==> config.mk <==
export PLATFORM = sky130hd
export DESIGN_NAME = alu_arbiter_flat
export DESIGN_NICKNAME = d
export VERILOG_FILES = /design/src/rtl/alu_arb_pkg.sv /design/src/rtl/alu_arbiter_if.sv /design/src/rtl/alu.sv /design/src/rtl/alu_arbiter.sv /design/src/flat_wrapper.sv
export SDC_FILE = /design/constraint.sdc
export NUM_CORES = 1
export LEC_CHECK = 0
export CAP_MARGIN = 20
export CORE_MARGIN = 2
export CORE_UTILIZATION = 47
export DETAILED_ROUTE_END_ITERATION = 8
export PLACE_DENSITY_LB_ADDON = 0.12
export SYNTH_ARGS = -nofsm -noshare
export SYNTH_HDL_FRONTEND = slang
export SYNTH_HIERARCHICAL = 1
export SYNTH_SLANG_ARGS = --single-unit
==> constraint.sdc <==
create_clock -name clk -period 2.53 [get_ports clk]
set_clock_uncertainty 0.1 [all_clocks]
set_input_delay 0.253 -clock clk [delete_from_list [all_inputs] [get_ports clk]]
set_output_delay 0.253 -clock clk [all_outputs]
set_load 0.05 [all_outputs]
==> src/rtl/alu_arb_pkg.sv <==
// alu_arb_pkg: shared definitions for the two-requester ALU arbiter.
//   - state_t     : arbiter FSM states (IDLE, EXEC, RESP)
//   - OP_W        : ALU opcode width
//   - FLAG_*      : bit positions of the ALU flags inside a packed flag vector
//   - OP_*        : opcode encodings understood by the shared alu
package alu_arb_pkg;

  typedef enum logic [1:0] {
    ST_IDLE = 2'd0,
    ST_EXEC = 2'd1,
    ST_RESP = 2'd2
  } state_t;

  localparam int OP_W = 3;

  localparam int NUM_FLAGS  = 4;
  localparam int FLAG_CARRY = 0;
  localparam int FLAG_OVF   = 1;
  localparam int FLAG_ZERO  = 2;
  localparam int FLAG_NEG   = 3;

  localparam logic [OP_W-1:0] OP_ADD = 3'b000;
  localparam logic [OP_W-1:0] OP_SUB = 3'b001;
  localparam logic [OP_W-1:0] OP_AND = 3'b010;
  localparam logic [OP_W-1:0] OP_OR  = 3'b011;
  localparam logic [OP_W-1:0] OP_XOR = 3'b100;
  localparam logic [OP_W-1:0] OP_NOT = 3'b101;
  localparam logic [OP_W-1:0] OP_SHL = 3'b110;
  localparam logic [OP_W-1:0] OP_SHR = 3'b111;

endpackage

==> src/rtl/alu_arbiter_if.sv <==
// alu_arbiter_if: bundles the two request channels and the response channel.
//   req0_* / req1_* : operation from requester 0 / 1 (valid, ready, a, b, op)
//   rsp_*           : tagged result channel (valid, ready, id, res, four flags)
// Modports: slave = the arbiter, master = requesters plus response consumer.
//
// Handshake: a transfer happens on a rising edge where valid and ready are both
// high. Once valid is raised the sender holds it and its payload until the
// transfer. The arbiter's reqN_ready is combinational from reqN_valid, so a
// requester must never make valid depend on ready. rsp_valid is registered and
// the rsp_* payload stays constant for as long as rsp_ready is low.
interface alu_arbiter_if #(
  parameter int WIDTH = 6
);
  import alu_arb_pkg::*;

  logic             req0_valid;
  logic             req0_ready;
  logic [WIDTH-1:0] req0_a;
  logic [WIDTH-1:0] req0_b;
  logic [OP_W-1:0]  req0_op;

  logic             req1_valid;
  logic             req1_ready;
  logic [WIDTH-1:0] req1_a;
  logic [WIDTH-1:0] req1_b;
  logic [OP_W-1:0]  req1_op;

  logic             rsp_valid;
  logic             rsp_ready;
  logic             rsp_id;
  logic [WIDTH-1:0] rsp_res;
  logic             rsp_carry;
  logic             rsp_overflow;
  logic             rsp_zero;
  logic             rsp_neg;

  modport slave (
    input  req0_valid, req0_a, req0_b, req0_op,
    input  req1_valid, req1_a, req1_b, req1_op,
    input  rsp_ready,
    output req0_ready, req1_ready,
    output rsp_valid, rsp_id, rsp_res, rsp_carry, rsp_overflow, rsp_zero, rsp_neg
  );

  modport master (
    output req0_valid, req0_a, req0_b, req0_op,
    output req1_valid, req1_a, req1_b, req1_op,
    output rsp_ready,
    input  req0_ready, req1_ready,
    input  rsp_valid, rsp_id, rsp_res, rsp_carry, rsp_overflow, rsp_zero, rsp_neg
  );

endinterface

==> src/rtl/alu.sv <==
// alu: purely combinational WIDTH-bit ALU shared by the arbiter.
//   a, b     in  WIDTH  operands
//   op       in  OP_W   opcode (see OP_* in alu_arb_pkg)
//   res      out WIDTH  result
//   carry    out 1      add carry-out / subtract borrow / bit shifted out
//   overflow out 1      two's-complement overflow for add and subtract
//   zero     out 1      res is all zeros
//   neg      out 1      MSB of res
module alu
  import alu_arb_pkg::*;
#(
  parameter int WIDTH = 6
) (
  input  logic [WIDTH-1:0] a,
  input  logic [WIDTH-1:0] b,
  input  logic [OP_W-1:0]  op,
  output logic [WIDTH-1:0] res,
  output logic             carry,
  output logic             overflow,
  output logic             zero,
  output logic             neg
);

  logic [WIDTH:0] sum;
  logic [WIDTH:0] diff;

  // One extra bit catches carry-out of the add and borrow of the subtract.
  assign sum  = {1'b0, a} + {1'b0, b};
  assign diff = {1'b0, a} - {1'b0, b};

  always_comb begin
    res      = '0;
    carry    = 1'b0;
    overflow = 1'b0;
    case (op)
      OP_ADD: begin
        res      = sum[WIDTH-1:0];
        carry    = sum[WIDTH];
        overflow = (a[WIDTH-1] == b[WIDTH-1]) && (sum[WIDTH-1] != a[WIDTH-1]);
      end
      OP_SUB: begin
        res      = diff[WIDTH-1:0];
        carry    = diff[WIDTH];
        overflow = (a[WIDTH-1] != b[WIDTH-1]) && (diff[WIDTH-1] != a[WIDTH-1]);
      end
      OP_AND: res = a & b;
      OP_OR:  res = a | b;
      OP_XOR: res = a ^ b;
      OP_NOT: res = ~a;
      OP_SHL: begin
        res   = {a[WIDTH-2:0], 1'b0};
        carry = a[WIDTH-1];
      end
      OP_SHR: begin
        res   = {1'b0, a[WIDTH-1:1]};
        carry = a[0];
      end
      default: res = '0;
    endcase
  end

  assign zero = (res == '0);
  assign neg  = res[WIDTH-1];

endmodule

==> src/rtl/alu_arbiter.sv <==
// alu_arbiter: shares one alu between two requesters with round-robin grant.
//   clk       in   clock, rising edge
//   rst       in   asynchronous active-high reset
//   bus       slave modport of alu_arbiter_if (two request channels + response)
//   busy      out  high whenever the FSM is not in IDLE
//   ops_done  out  CNT_W  wrapping count of completed response handshakes
//   dbg_state out  current FSM state
// Flow: IDLE accepts one operation and latches it, EXEC registers the alu
// outputs, RESP presents them until the consumer takes them.
module alu_arbiter
  import alu_arb_pkg::*;
#(
  parameter int WIDTH = 6,
  parameter int CNT_W = 16
) (
  input  logic             clk,
  input  logic             rst,
  alu_arbiter_if.slave     bus,
  output logic             busy,
  output logic [CNT_W-1:0] ops_done,
  output state_t           dbg_state
);

  localparam logic [CNT_W-1:0] CNT_ONE = {{(CNT_W-1){1'b0}}, 1'b1};

  state_t               state_q, state_d;
  logic                 last_grant_q, last_grant_d;
  logic                 cur_id_q, cur_id_d;
  logic [WIDTH-1:0]     a_q, a_d;
  logic [WIDTH-1:0]     b_q, b_d;
  logic [OP_W-1:0]      op_q, op_d;
  logic                 rsp_valid_q, rsp_valid_d;
  logic                 rsp_id_q, rsp_id_d;
  logic [WIDTH-1:0]     rsp_res_q, rsp_res_d;
  logic [NUM_FLAGS-1:0] rsp_flags_q, rsp_flags_d;
  logic                 busy_q, busy_d;
  logic [CNT_W-1:0]     ops_done_q, ops_done_d;

  logic                 grant0;
  logic                 grant1;

  logic [WIDTH-1:0]     alu_res;
  logic                 alu_carry;
  logic                 alu_overflow;
  logic                 alu_zero;
  logic                 alu_neg;

  alu #(WIDTH) u_alu (
    .a        (a_q),
    .b        (b_q),
    .op       (op_q),
    .res      (alu_res),
    .carry    (alu_carry),
    .overflow (alu_overflow),
    .zero     (alu_zero),
    .neg      (alu_neg)
  );

  // Grant decode. On a tie the requester that did not win last time goes,
  // so a requester holding valid high can never starve the other one.
  always_comb begin
    grant0 = 1'b0;
    grant1 = 1'b0;
    if (state_q == ST_IDLE) begin
      if (bus.req0_valid && bus.req1_valid) begin
        grant0 = last_grant_q;
        grant1 = ~last_grant_q;
      end else begin
        grant0 = bus.req0_valid;
        grant1 = bus.req1_valid;
      end
    end
  end

  always_comb begin
    state_d      = state_q;
    last_grant_d = last_grant_q;
    cur_id_d     = cur_id_q;
    a_d          = a_q;
    b_d          = b_q;
    op_d         = op_q;
    rsp_valid_d  = rsp_valid_q;
    rsp_id_d     = rsp_id_q;
    rsp_res_d    = rsp_res_q;
    rsp_flags_d  = rsp_flags_q;
    busy_d       = busy_q;
    ops_done_d   = ops_done_q;
    case (state_q)
      ST_IDLE: begin
        if (grant0 || grant1) begin
          a_d          = grant1 ? bus.req1_a  : bus.req0_a;
          b_d          = grant1 ? bus.req1_b  : bus.req0_b;
          op_d         = grant1 ? bus.req1_op : bus.req0_op;
          cur_id_d     = grant1;
          last_grant_d = grant1;
          busy_d       = 1'b1;
          state_d      = ST_EXEC;
        end
      end
      ST_EXEC: begin
        rsp_res_d              = alu_res;
        rsp_flags_d[FLAG_CARRY] = alu_carry;
        rsp_flags_d[FLAG_OVF]   = alu_overflow;
        rsp_flags_d[FLAG_ZERO]  = alu_zero;
        rsp_flags_d[FLAG_NEG]   = alu_neg;
        rsp_id_d               = cur_id_q;
        rsp_valid_d            = 1'b1;
        state_d                = ST_RESP;
      end
      ST_RESP: begin
        if (bus.rsp_ready) begin
          ops_done_d  = ops_done_q + CNT_ONE;
          rsp_valid_d = 1'b0;
          busy_d      = 1'b0;
          state_d     = ST_IDLE;
        end
      end
      default: begin
        rsp_valid_d = 1'b0;
        busy_d      = 1'b0;
        state_d     = ST_IDLE;
      end
    endcase
  end

  // last_grant resets to 1 so requester 0 wins the first tie.
  always_ff @(posedge clk or posedge rst) begin
    if (rst) begin
      state_q      <= ST_IDLE;
      last_grant_q <= 1'b1;
      cur_id_q     <= 1'b0;
      a_q          <= '0;
      b_q          <= '0;
      op_q         <= '0;
      rsp_valid_q  <= 1'b0;
      rsp_id_q     <= 1'b0;
      rsp_res_q    <= '0;
      rsp_flags_q  <= '0;
      busy_q       <= 1'b0;
      ops_done_q   <= '0;
    end else begin
      state_q      <= state_d;
      last_grant_q <= last_grant_d;
      cur_id_q     <= cur_id_d;
      a_q          <= a_d;
      b_q          <= b_d;
      op_q         <= op_d;
      rsp_valid_q  <= rsp_valid_d;
      rsp_id_q     <= rsp_id_d;
      rsp_res_q    <= rsp_res_d;
      rsp_flags_q  <= rsp_flags_d;
      busy_q       <= busy_d;
      ops_done_q   <= ops_done_d;
    end
  end

  assign bus.req0_ready   = grant0;
  assign bus.req1_ready   = grant1;
  assign bus.rsp_valid    = rsp_valid_q;
  assign bus.rsp_id       = rsp_id_q;
  assign bus.rsp_res      = rsp_res_q;
  assign bus.rsp_carry    = rsp_flags_q[FLAG_CARRY];
  assign bus.rsp_overflow = rsp_flags_q[FLAG_OVF];
  assign bus.rsp_zero     = rsp_flags_q[FLAG_ZERO];
  assign bus.rsp_neg      = rsp_flags_q[FLAG_NEG];
  assign busy             = busy_q;
  assign ops_done         = ops_done_q;
  assign dbg_state        = state_q;

endmodule
==> src/flat_wrapper.sv <==
// flat-port wrapper written by rule: the top's interface ports become plain ports
module alu_arbiter_flat import alu_arb_pkg::*;
#(
  parameter int WIDTH = 6,
  parameter int CNT_W = 16
)
  (clk, rst, busy, ops_done, dbg_state, bus_req0_valid, bus_req0_a, bus_req0_b, bus_req0_op, bus_req1_valid, bus_req1_a, bus_req1_b, bus_req1_op, bus_rsp_ready, bus_req0_ready, bus_req1_ready, bus_rsp_valid, bus_rsp_id, bus_rsp_res, bus_rsp_carry, bus_rsp_overflow, bus_rsp_zero, bus_rsp_neg);
  alu_arbiter_if #(.WIDTH(WIDTH)) bus_i ();
  input  logic clk;
  input  logic rst;
  output logic busy;
  output logic [CNT_W-1:0] ops_done;
  output state_t dbg_state;
  input wire logic [$bits(bus_i.req0_valid)-1:0] bus_req0_valid;
  input wire logic [$bits(bus_i.req0_a)-1:0] bus_req0_a;
  input wire logic [$bits(bus_i.req0_b)-1:0] bus_req0_b;
  input wire logic [$bits(bus_i.req0_op)-1:0] bus_req0_op;
  input wire logic [$bits(bus_i.req1_valid)-1:0] bus_req1_valid;
  input wire logic [$bits(bus_i.req1_a)-1:0] bus_req1_a;
  input wire logic [$bits(bus_i.req1_b)-1:0] bus_req1_b;
  input wire logic [$bits(bus_i.req1_op)-1:0] bus_req1_op;
  input wire logic [$bits(bus_i.rsp_ready)-1:0] bus_rsp_ready;
  output wire logic [$bits(bus_i.req0_ready)-1:0] bus_req0_ready;
  output wire logic [$bits(bus_i.req1_ready)-1:0] bus_req1_ready;
  output wire logic [$bits(bus_i.rsp_valid)-1:0] bus_rsp_valid;
  output wire logic [$bits(bus_i.rsp_id)-1:0] bus_rsp_id;
  output wire logic [$bits(bus_i.rsp_res)-1:0] bus_rsp_res;
  output wire logic [$bits(bus_i.rsp_carry)-1:0] bus_rsp_carry;
  output wire logic [$bits(bus_i.rsp_overflow)-1:0] bus_rsp_overflow;
  output wire logic [$bits(bus_i.rsp_zero)-1:0] bus_rsp_zero;
  output wire logic [$bits(bus_i.rsp_neg)-1:0] bus_rsp_neg;
  assign bus_i.req0_valid = bus_req0_valid;
  assign bus_i.req0_a = bus_req0_a;
  assign bus_i.req0_b = bus_req0_b;
  assign bus_i.req0_op = bus_req0_op;
  assign bus_i.req1_valid = bus_req1_valid;
  assign bus_i.req1_a = bus_req1_a;
  assign bus_i.req1_b = bus_req1_b;
  assign bus_i.req1_op = bus_req1_op;
  assign bus_i.rsp_ready = bus_rsp_ready;
  assign bus_req0_ready = bus_i.req0_ready;
  assign bus_req1_ready = bus_i.req1_ready;
  assign bus_rsp_valid = bus_i.rsp_valid;
  assign bus_rsp_id = bus_i.rsp_id;
  assign bus_rsp_res = bus_i.rsp_res;
  assign bus_rsp_carry = bus_i.rsp_carry;
  assign bus_rsp_overflow = bus_i.rsp_overflow;
  assign bus_rsp_zero = bus_i.rsp_zero;
  assign bus_rsp_neg = bus_i.rsp_neg;
  alu_arbiter #(.WIDTH(WIDTH), .CNT_W(CNT_W)) u_core (.clk(clk), .rst(rst), .bus(bus_i), .busy(busy), .ops_done(ops_done), .dbg_state(dbg_state));
endmodule
# Word-level counts from Yosys, hierarchy flattened
# Index checks and enable logic that the tools add are counted.
op_classes:
  add_sub_neg: 3
  eq_ne: 15
  mux: 17
  bitwise: 7
  n_reduce_logical: 12
ops:
  columns: ["cell", "count"]
  rows:
  - ["$pmux 6 s8", 1]
  - ["$add 16x1->16 const B", 1]
  - ["$eq 3x3->1 const B", 4]
  - ["$mux 6", 2]
  - ["$reduce_and 2->1", 4]
  - ["$add 6x6->7", 1]
  - ["$sub 6x6->7", 1]
  - ["$and 6x6->6", 1]
  - ["$eq 3x2->1 const B", 2]
  - ["$logic_not 6->1", 1]
  - ["$mux 1", 6]
  - ["$not 6->6", 1]
  - ["$or 6x6->6", 1]
  - ["$pmux 1 s3", 2]
  - ["$pmux 2 s3", 1]
  - ["$xor 6x6->6", 1]
  - ["$mux 2", 2]
  - ["$ne 2x2->1 const B", 2]
  - ["$pmux 1 s4", 1]
  - ["$eq 3x1->1 const B", 1]
  - ["$logic_and 1x1->1", 3]
  - ["$logic_not 3->1", 1]
  - ["$mux 3", 1]
  - ["$ne 1x1->1", 3]
  - ["other kinds (8)", 10]
word_totals:
  regBits: 48
  input_bits: 35
  output_inout_bits: 33
  wordCells: 66

# Logic depth before layout (Yosys ltp)
logic_depth:
  depth_word: 6
  mapped_depth: 10
  ltp_nobuf: 10

# By module
# The synthesis kept the hierarchy.
by_module_without_submodules:
  columns: ["module", "n_inst", "cells_per_inst", "area_each_um2", "seq_area_each_um2"]
  rows:
  - ["alu_arbiter", 1, 188, 2069.5, 1202.4]
  - ["alu", 1, 167, 1147.4, 0.0]

# Worst setup path after synthesis
# Ideal clock, no wire load.
synth_path:
  kind: "register to output"
  startpoint: "register u_core.state_q[1] (netlist: u_core/dbg_state[1])"
  endpoint: "output bus_req0_ready"
  arrival_time_ns: 3.146
  slack_ns: -0.969
  stages_incl_launch_ff: 2
  n_path_buf: 0
  path_cell_list: "dfrtp_1 a2111oi_0"
synth_between:
  elab_chain_cells: 2
synth_lines:
  columns: ["item", "line", "text"]
  rows:
  - ["from (decl)", "alu_arbiter.sv:26", "state_t state_q, state_d;"]
  - ["from (signal assigned)", "alu_arbiter.sv:142", "state_q <= state_d;"]
  - ["$logic_not 2->1", "alu_arbiter.sv:64", "if (state_q == ST_IDLE) begin"]
  - ["$mux 1", "alu_arbiter.sv:64", null]
  - ["to (decl)", "flat_wrapper.sv:23", "output wire logic [$bits(bus_i.req0_ready)-1:0] bus_req0_ready;"]
# Every way passes these cells.

# Worst setup path in the final report
layout_path:
  startpoint: "register u_core.a_q[0]"
  endpoint: "register u_core.rsp_flags_q[2]"
layout_between:
  elab_chain_cells: 3
  elab_cells_between_ends: 8
  classes_between: "add/sub: 2; mux: 1; bitwise: 4; reduce/logical: 1"
layout_lines:
  columns: ["item", "line", "text"]
  rows:
  - ["from (decl)", "alu_arbiter.sv:29", "logic [WIDTH-1:0] a_q, a_d;"]
  - ["from (signal assigned)", "alu_arbiter.sv:132", "a_q <= '0;"]
  - ["from (signal assigned)", "alu_arbiter.sv:145", "a_q <= a_d;"]
  - ["$sub 6x6->7 (tied with other cells)", "alu.sv:29", "assign diff = {1'b0, a} - {1'b0, b};"]
  - ["$pmux 6 s8 *", "alu.sv:35", "case (op)"]
  - ["$logic_not 6->1 *", "alu.sv:62", "assign zero = (res == '0);"]
  - ["named net u_core.alu_zero", "alu_arbiter.sv:45", "logic alu_zero;"]
  - ["to (signal assigned)", "alu_arbiter.sv:151", "rsp_flags_q <= rsp_flags_d;"]
  - ["to (decl)", "alu_arbiter.sv:35", "logic [NUM_FLAGS-1:0] rsp_flags_q, rsp_flags_d;"]
# The timed path passes the listed nets; every way through them passes the cells marked *.
# A chain may end at the register's enable or synchronous reset.

==> results.toml <==
[synth]
ys_ff_latch = 48
synth_top_cells_by_area = "dfrtp_1, ha_1, nand2_1, mux2_2, nor2_1"
postSynthCellCount = 355
ys_top_cells_by_count = "nand2_1, dfrtp_1, nor2_1, inv_1, ha_1"
yosysSeqAreaShare_pct = 37.4
syn_nets = 411
synth_top_flop_cell = "dfrtp_1"
ys_warns = 6
synthDistinctLibCells = 58
synth_edf_count = 0
postSynthAreaPerCell_um2 = 9.06
synthMostInstantiatedCell = "nand2_1"
mappedNetlistArea_mm2 = 0.00322
synth_async_sr_flop_share_pct = 100
area_share_of_the_leading_cell_type_in_the_synthesized_netlist_pct = 36.6
yosysTopAreaCell = "dfrtp_1"

[sta]
worst_slew_pin_slew_ns = 0.562
rsz0062_at_grt = "yes"
hold_viol = 0
holdWs_ns = 0.192
report.final.slew_viol_count = 0
period_needed_ns = 2.51
achievable-frequency_mhz = 398
min_period_over_period_pct = 99.3
slew_headroom_pct = 62.4
timing.final.setup_violations = 0

[worst_setup_path]
worstPathRequired_ns = 2.68
category_of_the_worst_setup_path_capture_point = "flip-flop"
crit_arrival_ns = 2.67
timing.critical_path.from_type = "flip-flop"
critPathMaxFanout = 3
critical_path_class = "flip-flop to flip-flop"

[floorplanning]
floorplan.core_area_mm2 = 0.00672
fp.dieH_um = 86.7
floorplan.die.width_um = 86.7
ios = 68
start_util_pct = 47.9
floorplan.die_area_mm2 = 0.00752
rows = 30

[placed_design]
last_weighted_congestion_value_of_the_routability_driven_placer = 0.951
detailed_place_hpwl_um = 5980
placement.io_buffers = 67
dp.cells = 503

[pwr]
power.ir.vdd_worst_mv = 0.725
power.density_mw_per_mm2 = 1450
power.static_leakage_nw = 1.90

[cells_and_area]
seq_area_mm2 = 0.00120
layout.cells.non_filler = 513
num-nets-final = 488
layout.core_utilization_pct = 63.2
fillCellCount = 574
num_antenna_cells = 0
footprint_of_the_multi_input_gates_mm2 = 0.00186
post_route_cells_drive_above_1_share_pct = 15.5
flow.area_growth_from_synthesis_pct = 32.1

[drt]
detailroute.via_count = 2761
drc_errors = 0
routed_len_inst_um = 15.1
firstDrtPassIters = 6
route.detailed.vias_per_inst = 5.38
drt-total-wl_um = 7730
drt-initial-drc-count = 117
antenna_violating_nets_post_route = 0

[status]
status = "finished clean"

[clocking]
tritoncts_clock_tree = "yes"
clk_latency_ns = 0.30
post_cts_hold_buffer_count = 0
clock_sinks = 48
clk_pin_slew_ns = 0.10
clock_tree.root_cell = "clkbuf_8"
clock_tree.buffer_depth = 2
cts_max_level = 2
num_cts_buffers = 5

[global_routing]
globalRouteTotalUtil_pct = 21.6
wire_length_of_the_first_global_routing_pass_um = 13100
global_route_congestion_overflow_total = 0
grt_pass1_vias = 2723
antenna_found_initial = 0
grt_start_max_net_pins = 27

[run]
max-cap-violations = 0

[worst_hold_path]
hp-class = "input pin to asynchronous set/reset pin"
-- routing by layer --
metal | vias up | wire (um) | GRT usage, %
met4 | 0 | 85 | 4.26
li1 | 1391 | - | -
met3 | 9 | 322 | 3.52
met5 | - | 0 | 0
met2 | 68 | 3420 | 32.7
met1 | 1293 | 3900 | 32.7
-- logic make-up (layout without fill, tap and decap cells) --
kind of cell / count (synthesis) / after routing / synth area share, %
AND/OR/NAND/NOR: 132 / 132 / 21.1
AO/OA/AOI/OAI: 75 / 75 / 15.9
flip-flops: 48 / 48 / 37.4
buffers and inverters: 43 / 121 / 6.11
adder cells (fa/ha/maj): 21 / 21 / 8.63
XOR/XNOR: 19 / 19 / 5.17
multiplexers: 17 / 17 / 5.76
-- cells in the final DEF (no fill, tap or decap), types with 3 or more instances in the layout --
master and instances:
a21oi_1 15, a221o_1 4, a31oi_1 17, and3_1 3, buf_4 23, clkbuf_8 5, clkdlybuf4s50_1 65, dfrtp_1 47
ha_1 17, inv_1 21, mux2_2 12, mux2i_1 5, nand2_1 49, nand2b_1 7, nand3_1 5, nand3b_1 5
nand4_1 4, nor2_1 31, nor2b_1 5, nor3_1 3, o21a_1 5, o21ai_0 8, o22ai_1 3, xnor2_1 12
xor2_1 7
-- where the power goes --
group          internal [mW]  switching [mW]
registers               1.06           0.282
logic                   1.76            2.39
clock network          0.398           0.271
-- layout make-up --
cell class	instances	share of cell area [%]
well taps	80	2.36
clock buffers	5	1.62
repair buffers	90	20.3
multi-input cells	264	43.8
inverters	23	2.03
clock inverters	3	1.62
flip-flops and latches	48	28.3
-- critical path, stage by stage (launching register included) --
cell,delay (ns)
dfrtp_1,0.38
inv_1,0.07
ha_2,0.20
fa_1,0.38
o21bai_1,0.22
a21oi_2,0.10
xor2_1,0.14
o22a_1,0.21
a311o_1,0.37
nor4_2,0.13
mux2_2,0.18
-- stage by stage --
step / TNS [ns] / total power, mW / cell area [um^2] / setup WS (ns)
final: 0 / 6.16 / 4250 / 0.0166
after global routing: -0.111 / 6.64 / 4250 / -0.111
after CTS: 0 / 6.06 / 4210 / 0.0167
after floorplan: 0 / 4.23 / 3220 / 0.112
after detailed placement: -0.00175 / 5.36 / 4060 / -0.00175
after global placement: 0 / 5.35 / 4060 / 0.0576
-- sequential cells by signal, indices dropped and copies added (netlist names) --
name,flops
u_core/ops_done,16
u_core/rsp_flags_q,4
u_core/bus.rsp_id,1
u_core/bus.rsp_res,6
u_core/cur_id_q,1
u_core/a_q,6
u_core/op_q,3
u_core/dbg_state,2
u_core/last_grant_q,1
u_core/bus.rsp_valid,1
u_core/busy,1
u_core/b_q,6
-- path summary, 6_finish.rpt --
check	depth (start not counted)	slack [ns]	start	endpoint
min in group clk	1	0.38	u_core/ops_done[15]$_DFFE_PP0P_	u_core/ops_done[15]$_DFFE_PP0P_
setup reg to reg	10	0.02	u_core/a_q[0]$_DFFE_PP0P_	u_core/rsp_flags_q[2]$_DFFE_PP0P_
setup / recovery	10	0.02	u_core/a_q[0]$_DFFE_PP0P_	u_core/rsp_flags_q[2]$_DFFE_PP0P_
hold reg to reg	1	0.38	u_core/ops_done[15]$_DFFE_PP0P_	u_core/ops_done[15]$_DFFE_PP0P_
hold / removal	2	0.19	rst	u_core/bus.rsp_id$_DFFE_PP0P_
max in group asynchronous	3	1.63	rst	u_core/ops_done[6]$_DFFE_PP0P_
-- timing repair --
action | CTS | global route
cloned | 0 | 0
setup endpoints to repair | 1 | 6
buffers inserted | 1 | 1
resized for setup | 0 | 7
endpoints found under the hold margin | 0 | 0
pin swaps | 0 | 1
Power figures use the tool's default switching activity.
